**src/rtl/compression_pkg.sv**
```systemverilog
// Shared types and defaults for the compression engine initiator.
package compression_pkg;

  localparam int unsigned DEF_DATA_W = 80;
  localparam int unsigned DEF_CODE_W = 8;

  // Engine command encodings.
  typedef enum logic [1:0] {
    CMD_NOP        = 2'b00,
    CMD_COMPRESS   = 2'b01,
    CMD_DECOMPRESS = 2'b10,
    CMD_INVALID    = 2'b11
  } cmd_t;

  // Engine response encodings; they mirror the command values.
  typedef enum logic [1:0] {
    RSP_IDLE   = 2'b00,
    RSP_COMP   = 2'b01,
    RSP_DECOMP = 2'b10,
    RSP_ERR    = 2'b11
  } rsp_t;

  typedef enum logic [1:0] {
    ST_OK      = 2'b00,
    ST_ENG_ERR = 2'b01,
    ST_TIMEOUT = 2'b10,
    ST_UNEXP   = 2'b11
  } status_t;

  typedef enum logic [1:0] {
    StIdle  = 2'b00,
    StIssue = 2'b01,
    StWait  = 2'b10,
    StResp  = 2'b11
  } init_state_t;

  // Command issued for a request op (0 = compress, 1 = decompress).
  function automatic cmd_t op_to_cmd(input logic op);
    return op ? CMD_DECOMPRESS : CMD_COMPRESS;
  endfunction

endpackage

```
**src/rtl/compression_initiator_if.sv**
```systemverilog
// Host-side request/response streams of the compression initiator.
interface compression_initiator_if #(
  parameter int unsigned DATA_W = 80,
  parameter int unsigned CODE_W = 8
);

  logic              req_valid;
  logic              req_ready;
  logic              req_op;
  logic [DATA_W-1:0] req_data;
  logic [CODE_W-1:0] req_code;

  logic              rsp_valid;
  logic              rsp_ready;
  logic [1:0]        rsp_status;
  logic [DATA_W-1:0] rsp_data;
  logic [CODE_W-1:0] rsp_code;

  // Traffic source side.
  modport master (
    output req_valid, req_op, req_data, req_code, rsp_ready,
    input  req_ready, rsp_valid, rsp_status, rsp_data, rsp_code
  );

  // Initiator side.
  modport slave (
    input  req_valid, req_op, req_data, req_code, rsp_ready,
    output req_ready, rsp_valid, rsp_status, rsp_data, rsp_code
  );

endinterface

```
**src/rtl/sat_counter.sv**
```systemverilog
// Saturating up-counter with synchronous clear.
module sat_counter #(
  parameter int unsigned WIDTH = 16
) (
  input  logic             clk,
  input  logic             reset,
  input  logic             inc,
  input  logic             clear,
  output logic [WIDTH-1:0] count
);

  logic [WIDTH-1:0] count_q;

  // Count up on inc, hold at all-ones.
  always_ff @(posedge clk or negedge reset) begin
    if (!reset) begin
      count_q <= '0;
    end else if (clear) begin
      count_q <= '0;
    end else if (inc && (count_q != '1)) begin
      count_q <= count_q + 1'b1;
    end
  end

  assign count = count_q;

endmodule

```
**src/rtl/compression_initiator.sv**
```systemverilog
// Host-side initiator: issues one compress/decompress command to the engine,
// waits for its response (with timeout) and returns a status-tagged result.
module compression_initiator
  import compression_pkg::*;
#(
  parameter int unsigned DATA_W         = DEF_DATA_W,
  parameter int unsigned CODE_W         = DEF_CODE_W,
  parameter int unsigned TIMEOUT_CYCLES = 8,
  parameter int unsigned CNT_W          = 16
) (
  input  logic                    clk,
  input  logic                    reset,
  compression_initiator_if.slave  host,
  output logic [1:0]              eng_command,
  output logic [DATA_W-1:0]       eng_data_in,
  output logic [CODE_W-1:0]       eng_compressed_in,
  input  logic [CODE_W-1:0]       eng_compressed_out,
  input  logic [DATA_W-1:0]       eng_decompressed_out,
  input  logic [1:0]              eng_response,
  output logic [CNT_W-1:0]        ok_count,
  output logic [CNT_W-1:0]        err_count
);

  localparam logic [7:0] TimeoutLim = 8'(TIMEOUT_CYCLES);

  init_state_t       state_q, state_d;
  cmd_t              cmd_q, cmd_d;
  logic              op_q, op_d;
  logic [DATA_W-1:0] data_in_q, data_in_d;
  logic [CODE_W-1:0] code_in_q, code_in_d;
  logic [7:0]        wait_q, wait_d;
  status_t           status_q, status_d;
  logic [DATA_W-1:0] rsp_data_q, rsp_data_d;
  logic [CODE_W-1:0] rsp_code_q, rsp_code_d;

  rsp_t       eng_rsp;
  logic [7:0] wait_nxt;
  logic       timeout_hit;
  logic       rsp_fire;
  logic       ok_inc, err_inc;

  assign eng_rsp     = rsp_t'(eng_response);
  assign wait_nxt    = wait_q + 8'd1;
  assign timeout_hit = (eng_rsp == RSP_IDLE) && (wait_nxt == TimeoutLim);
  assign rsp_fire    = (state_q == StResp) && host.rsp_ready;
  assign ok_inc      = rsp_fire && (status_q == ST_OK);
  assign err_inc     = rsp_fire && (status_q != ST_OK);

  // State register.
  always_ff @(posedge clk or negedge reset) begin
    if (!reset) begin
      state_q <= StIdle;
    end else begin
      state_q <= state_d;
    end
  end

  // Next-state logic.
  always_comb begin
    state_d = state_q;
    unique case (state_q)
      StIdle:  if (host.req_valid) state_d = StIssue;
      StIssue: state_d = StWait;
      StWait:  if ((eng_rsp != RSP_IDLE) || timeout_hit) state_d = StResp;
      StResp:  if (host.rsp_ready) state_d = StIdle;
      default: state_d = StIdle;
    endcase
  end

  // Per-state datapath updates: engine pins, wait counter and result capture.
  always_comb begin
    cmd_d      = cmd_q;
    op_d       = op_q;
    data_in_d  = data_in_q;
    code_in_d  = code_in_q;
    wait_d     = wait_q;
    status_d   = status_q;
    rsp_data_d = rsp_data_q;
    rsp_code_d = rsp_code_q;
    unique case (state_q)
      StIdle: begin
        if (host.req_valid) begin
          op_d      = host.req_op;
          data_in_d = host.req_data;
          code_in_d = host.req_code;
          cmd_d     = op_to_cmd(host.req_op);
        end
      end
      StIssue: begin
        // Command is only visible to the engine for this one cycle.
        cmd_d  = CMD_NOP;
        wait_d = '0;
      end
      StWait: begin
        unique case (eng_rsp)
          RSP_IDLE: begin
            wait_d = wait_nxt;
            if (timeout_hit) status_d = ST_TIMEOUT;
          end
          RSP_ERR: status_d = ST_ENG_ERR;
          default: begin
            if (eng_rsp == rsp_t'(op_to_cmd(op_q))) begin
              status_d = ST_OK;
              if (op_q) begin
                rsp_data_d = eng_decompressed_out;
                rsp_code_d = '0;
              end else begin
                rsp_data_d = '0;
                rsp_code_d = eng_compressed_out;
              end
            end else begin
              status_d = ST_UNEXP;
            end
          end
        endcase
      end
      StResp: ;
      default: ;
    endcase
  end

  // Datapath registers.
  always_ff @(posedge clk or negedge reset) begin
    if (!reset) begin
      cmd_q      <= CMD_NOP;
      op_q       <= 1'b0;
      data_in_q  <= '0;
      code_in_q  <= '0;
      wait_q     <= '0;
      status_q   <= ST_OK;
      rsp_data_q <= '0;
      rsp_code_q <= '0;
    end else begin
      cmd_q      <= cmd_d;
      op_q       <= op_d;
      data_in_q  <= data_in_d;
      code_in_q  <= code_in_d;
      wait_q     <= wait_d;
      status_q   <= status_d;
      rsp_data_q <= rsp_data_d;
      rsp_code_q <= rsp_code_d;
    end
  end

  assign host.req_ready  = (state_q == StIdle);
  assign host.rsp_valid  = (state_q == StResp);
  assign host.rsp_status = status_q;
  assign host.rsp_data   = rsp_data_q;
  assign host.rsp_code   = rsp_code_q;

  assign eng_command       = cmd_q;
  assign eng_data_in       = data_in_q;
  assign eng_compressed_in = code_in_q;

  sat_counter #(
    .WIDTH (CNT_W)
  ) u_ok_cnt (
    .clk   (clk),
    .reset (reset),
    .inc   (ok_inc),
    .clear (1'b0),
    .count (ok_count)
  );

  sat_counter #(
    .WIDTH (CNT_W)
  ) u_err_cnt (
    .clk   (clk),
    .reset (reset),
    .inc   (err_inc),
    .clear (1'b0),
    .count (err_count)
  );

endmodule

```
**src/flat_wrapper.sv**
```systemverilog
// flat-port wrapper written by rule: the top's interface ports become plain ports
module compression_initiator_flat import compression_pkg::*;
#(
  parameter int unsigned DATA_W         = DEF_DATA_W,
  parameter int unsigned CODE_W         = DEF_CODE_W,
  parameter int unsigned TIMEOUT_CYCLES = 8,
  parameter int unsigned CNT_W          = 16
)
  (clk, reset, eng_command, eng_data_in, eng_compressed_in, eng_compressed_out, eng_decompressed_out, eng_response, ok_count, err_count, host_req_valid, host_req_op, host_req_data, host_req_code, host_rsp_ready, host_req_ready, host_rsp_valid, host_rsp_status, host_rsp_data, host_rsp_code);
  compression_initiator_if #(.DATA_W(DATA_W), .CODE_W(CODE_W)) host_i ();
  input  logic clk;
  input  logic reset;
  output logic [1:0] eng_command;
  output logic [DATA_W-1:0] eng_data_in;
  output logic [CODE_W-1:0] eng_compressed_in;
  input  logic [CODE_W-1:0] eng_compressed_out;
  input  logic [DATA_W-1:0] eng_decompressed_out;
  input  logic [1:0] eng_response;
  output logic [CNT_W-1:0] ok_count;
  output logic [CNT_W-1:0] err_count;
  input wire logic [$bits(host_i.req_valid)-1:0] host_req_valid;
  input wire logic [$bits(host_i.req_op)-1:0] host_req_op;
  input wire logic [$bits(host_i.req_data)-1:0] host_req_data;
  input wire logic [$bits(host_i.req_code)-1:0] host_req_code;
  input wire logic [$bits(host_i.rsp_ready)-1:0] host_rsp_ready;
  output wire logic [$bits(host_i.req_ready)-1:0] host_req_ready;
  output wire logic [$bits(host_i.rsp_valid)-1:0] host_rsp_valid;
  output wire logic [$bits(host_i.rsp_status)-1:0] host_rsp_status;
  output wire logic [$bits(host_i.rsp_data)-1:0] host_rsp_data;
  output wire logic [$bits(host_i.rsp_code)-1:0] host_rsp_code;
  assign host_i.req_valid = host_req_valid;
  assign host_i.req_op = host_req_op;
  assign host_i.req_data = host_req_data;
  assign host_i.req_code = host_req_code;
  assign host_i.rsp_ready = host_rsp_ready;
  assign host_req_ready = host_i.req_ready;
  assign host_rsp_valid = host_i.rsp_valid;
  assign host_rsp_status = host_i.rsp_status;
  assign host_rsp_data = host_i.rsp_data;
  assign host_rsp_code = host_i.rsp_code;
  compression_initiator #(.DATA_W(DATA_W), .CODE_W(CODE_W), .TIMEOUT_CYCLES(TIMEOUT_CYCLES), .CNT_W(CNT_W)) u_core (.clk(clk), .reset(reset), .host(host_i), .eng_command(eng_command), .eng_data_in(eng_data_in), .eng_compressed_in(eng_compressed_in), .eng_compressed_out(eng_compressed_out), .eng_decompressed_out(eng_decompressed_out), .eng_response(eng_response), .ok_count(ok_count), .err_count(err_count));
endmodule
```
**config.mk**
```make
export PLATFORM = sky130hd
export DESIGN_NAME = compression_initiator_flat
export DESIGN_NICKNAME = d
export VERILOG_FILES = /design/src/rtl/compression_pkg.sv /design/src/rtl/compression_initiator_if.sv /design/src/rtl/sat_counter.sv /design/src/rtl/compression_initiator.sv /design/src/flat_wrapper.sv
export SDC_FILE = /design/constraint.sdc
export NUM_CORES = 1
export LEC_CHECK = 0
export ABC_CLOCK_PERIOD_IN_PS = 1940
export BUFFER_PORTS_ARGS = -buffer_cell sky130_fd_sc_hd__buf_2
export CORE_UTILIZATION = 33
export CTS_BUF_LIST = sky130_fd_sc_hd__clkbuf_16
export DETAILED_ROUTE_END_ITERATION = 6
export PLACE_DENSITY = 0.59
export SLEW_MARGIN = 20
export SYNTH_ARGS = -nofsm -noshare
export SYNTH_HDL_FRONTEND = slang
export SYNTH_SLANG_ARGS = --single-unit
```
**constraint.sdc**
```tcl
create_clock -name clk -period 1.94 [get_ports clk]
set_input_delay 0.097 -clock clk [delete_from_list [all_inputs] [get_ports clk]]
set_output_delay 0.097 -clock clk [all_outputs]
set_load 0.02 [all_outputs]
```
==> flow_summary.json <==
{
  "post-dp-hpwl_um": 18500,
  "required_ps": 2350,
  "final.period_utilization_pct": 93.3,
  "clock-sinks": 223,
  "synth_seq_cells": 223,
  "status": "complete, no violations",
  "skew_ps": 6.00,
  "yosys_warnings": 0,
  "relSlewSlack_pct": 56.2,
  "vdd_ir_drop_max_v": 0.000790,
  "design_power_total_mw": 21.6,
  "dieArea_um2": 28500,
  "routed_wl_um": 27700,
  "use_met3_pct": 5.47,
  "drive_gt1_share_pct": 40.2,
  "drtPass1Iterations": 6,
  "drt_iter0_drc": 360,
  "cp_max_fo": 5,
  "viasPerCell": 4.57,
  "power_leakage_nw": 7.23,
  "ys_types": 42,
  "hold_viol": 0,
  "p_per_area_nw_per_um2": 1500,
  "slowest_stage": "dfrtp_1",
  "syn_inst": 806,
  "grt_overflow_total": 0,
  "use_met2_pct": 34.2,
  "cp_num_buf_inv": 0,
  "grt_first_pass_wirelength_um": 43200,
  "clockBufferDepth": 3,
  "rsz0062_at_grt": "false",
  "num_vias": 8138,
  "path_clk_slew_ps": 60,
  "pre_cts_ws_ps": 81.6,
  "worstPathCellList": "ha_1 > and4bb_2 > and4_1 > and3_1 > nand4_1 > xnor2_1",
  "setup-tns-final_ps": 0,
  "cts_tree": "yes",
  "grt_busiest_layer": "met2",
  "die_x_um": 169,
  "syn_to_final_growth_pct": 57.1,
  "antenna_found_initial": 1,
  "worstPathArrival_ps": 2220,
  "path_class": "flip-flop to flip-flop",
  "report.final.slew_viol_count": 0,
  "track_usage_pct": 18.9,
  "grt_pass1_vias": 8320,
  "layout_min_cycle_time_ps": 1810,
  "clkLatencyLatePin_ps": 520,
  "syn-cell-area_um2": 9170,
  "num-fill-cells": 2325,
  "synth_nets": 998,
  "setup_slack_ps": 130,
  "finalNonFillerCells": 1781,
  "max-cap-violations": 0,
  "ios": 397,
  "die_h_um": 169,
  "routabilityCongestion": 0.775,
  "synth.avg_cell_area_um2": 11.4,
  "ys_seq_area_share_pct": 60.9,
  "hold_path.class": "input port to flip-flop",
  "diodes": 0,
  "grt_util_met1_pct": 21.1,
  "core_area_um2": 27100,
  "cts_made_buffers": 26,
  "cpPeakStageDelay_ps": 410,
  "setup_violations": 0,
  "port-buffer-count": 396,
  "fin_area_um2": 14400,
  "start_util_pct": 33.8,
  "post-route-drc-count": 0,
  "endpoint_kind": "flip-flop",
  "wl_per_cell_um": 15.5,
  "ant_nets": 0,
  "htreeDepth": 1,
  "placed_cells": 1554,
  "rows": 60,
  "root_buffer": "clkbuf_16",
  "layout.nets": 1582,
  "critPathTopFamily": "simple AND/OR/NAND/NOR gates",
  "start_kind": "flip-flop",
  "clock.fmax_mhz": 552,
  "grt_max_degree": 100,
  "worst_slew_pin_slew_ps": 657,
  "place_area_um2": 11700
}
repair_timing:
item                                    in CTS  in global routing
endpoints found under the hold margin      249                  0
endpoints found under the setup margin       0                  9
gates resized for setup                      0                  4
setup buffers                                0                  1
hold buffers                               179                  0
final timing paths:
check                                                startpoint  cells past startpoint  slack (ps)                                    end
setup / recovery                  u_core.state_q[0]$_DFFE_PN0P_                      6         130  u_core.u_ok_cnt.count[10]$_DFFE_PN0P_
hold / removal                                   host_rsp_ready                      4          40          u_core.state_q[0]$_DFFE_PN0P_
setup reg to reg                  u_core.state_q[0]$_DFFE_PN0P_                      6         130  u_core.u_ok_cnt.count[10]$_DFFE_PN0P_
hold reg to reg            u_core.host.rsp_data[54]$_DFFE_PN0P_                      2         470   u_core.host.rsp_data[54]$_DFFE_PN0P_
max in group asynchronous                                 reset                      3        1080   u_core.host.rsp_data[75]$_DFFE_PN0P_
min in group asynchronous                                 reset                      2         150   u_core.host.rsp_data[18]$_DFFE_PN0P_
sequential cells by signal, summed over array words and instances (netlist names), 8 cells and up:
name and count:
u_core.eng_compressed_in 8, u_core.host.rsp_code 8, u_core.wait_q 8, u_core.host.rsp_data 80
u_core.u_ok_cnt.count 16, u_core.eng_data_in 80, u_core.u_err_cnt.count 16
worst min-delay path, cell delays in order:
cell	delay, ps
buf_2	100
nor2b_1	50
o32ai_1	210
nor2_1	50
synthesized netlist by cell type:
library cell  number  area, µm²
ha_1               9        113
nand3b_1           1       7.51
o21ai_0           88        440
o22ai_1            1       6.26
a22o_1            10       87.6
o21ai_1            7       35.0
o211ai_1           3       22.5
nor2_1            12       45.0
o21a_1             1       7.51
clkbuf_1          31        116
inv_1              8       30.0
a21oi_1            4       20.0
a21boi_0           1       7.51
buf_1              4       15.0
a211oi_1           1       7.51
nand2b_1          10       62.6
or3_4              1       11.3
xor2_1            11       96.3
dfrtp_1          223       5580
xnor2_1           24        210
mux2_2            93       1050
nor2b_1            3       18.8
a31oi_1            4       25.0
a21oi_2            1       8.76
nor3_1             3       15.0
buf_6              1       11.3
and4_1             4       35.0
a211o_1            1       8.76
a41oi_2            1       16.3
and2_1             2       12.5
nand4_1           13       81.3
a311o_1            1       10.0
nand3_1           17       85.1
and4_4             1       11.3
and4bb_2           1       12.5
buf_2              8       40.0
o32ai_1            1       8.76
nand2_1          185        694
or2_2              1       6.26
a21o_1             1       7.51
and3_1            12       75.1
o2bb2ai_1          2       17.5
kinds of logic (layout without fill, tap and decap cells):
group                      Yosys count  count (layout)  share of synthesized area (%)
buffers and inverters               52             655                           2.32
AOI/OAI and AO/OA                  128             128                           8.04
adders and majority gates            9               9                           1.23
DFF                                223             223                           60.9
muxes                               93              93                           11.4
and+or+nand+nor                    266             266                           12.8
xor gates and xnor gates            35              35                           3.34
cell type report:
type                            instances  area (µm²)  area share, %
Clock buffer                           27         676           4.69
Clock inverter                         20         181           1.26
Inverter                                8        30.0          0.208
Multi-Input combinational cell        531        3410           23.7
Sequential cell                       223        5580           38.8
Tap cell                              372         465           3.23
Timing Repair Buffer                  600        4060           28.2
per-layer routing:
metal  routed length (µm)  share of wire (%)
met3                 2290                8.3
met5                   16              0.058
met4                  838                3.0
met2                13900                 50
met1                10600                 38
through the flow:
stage	utilization [%]	hold slack, ps
2_1_floorplan	-	-199
3_3_place_gp	43.3	139
3_5_place_dp	43.3	137
4_1_cts	53.1	3.89
5_1_grt	53.1	59.8
6_report	53.1	37.3
report_power, final:
part           total, mW  leakage [nW]  switching (mW)  internal (mW)
sequential          7.77          2.86            1.12           6.65
clock               4.88         0.434            1.96           2.92
combinational       8.92          3.94            5.44           3.48
total               21.6          7.23            8.52           13.1
cell usage in the layout (no fill, tap or decap), types with 5 or more instances in the layout:
master / n
buf_2: 395
dfrtp_1: 222
nand2_1: 184
dlygate4sd3_1: 179
mux2_2: 93
o21ai_0: 87
clkbuf_16: 27
xnor2_1: 24
buf_4: 18
nand3_1: 16
inv_1: 13
nand4_1: 13
nor2_1: 12
and3_1: 12
xor2_1: 11
nand2b_1: 10
a22o_1: 10
o21ai_1: 8
ha_1: 8
buf_12: 7
clkinv_2: 5
(Power assumes the default switching activity.)
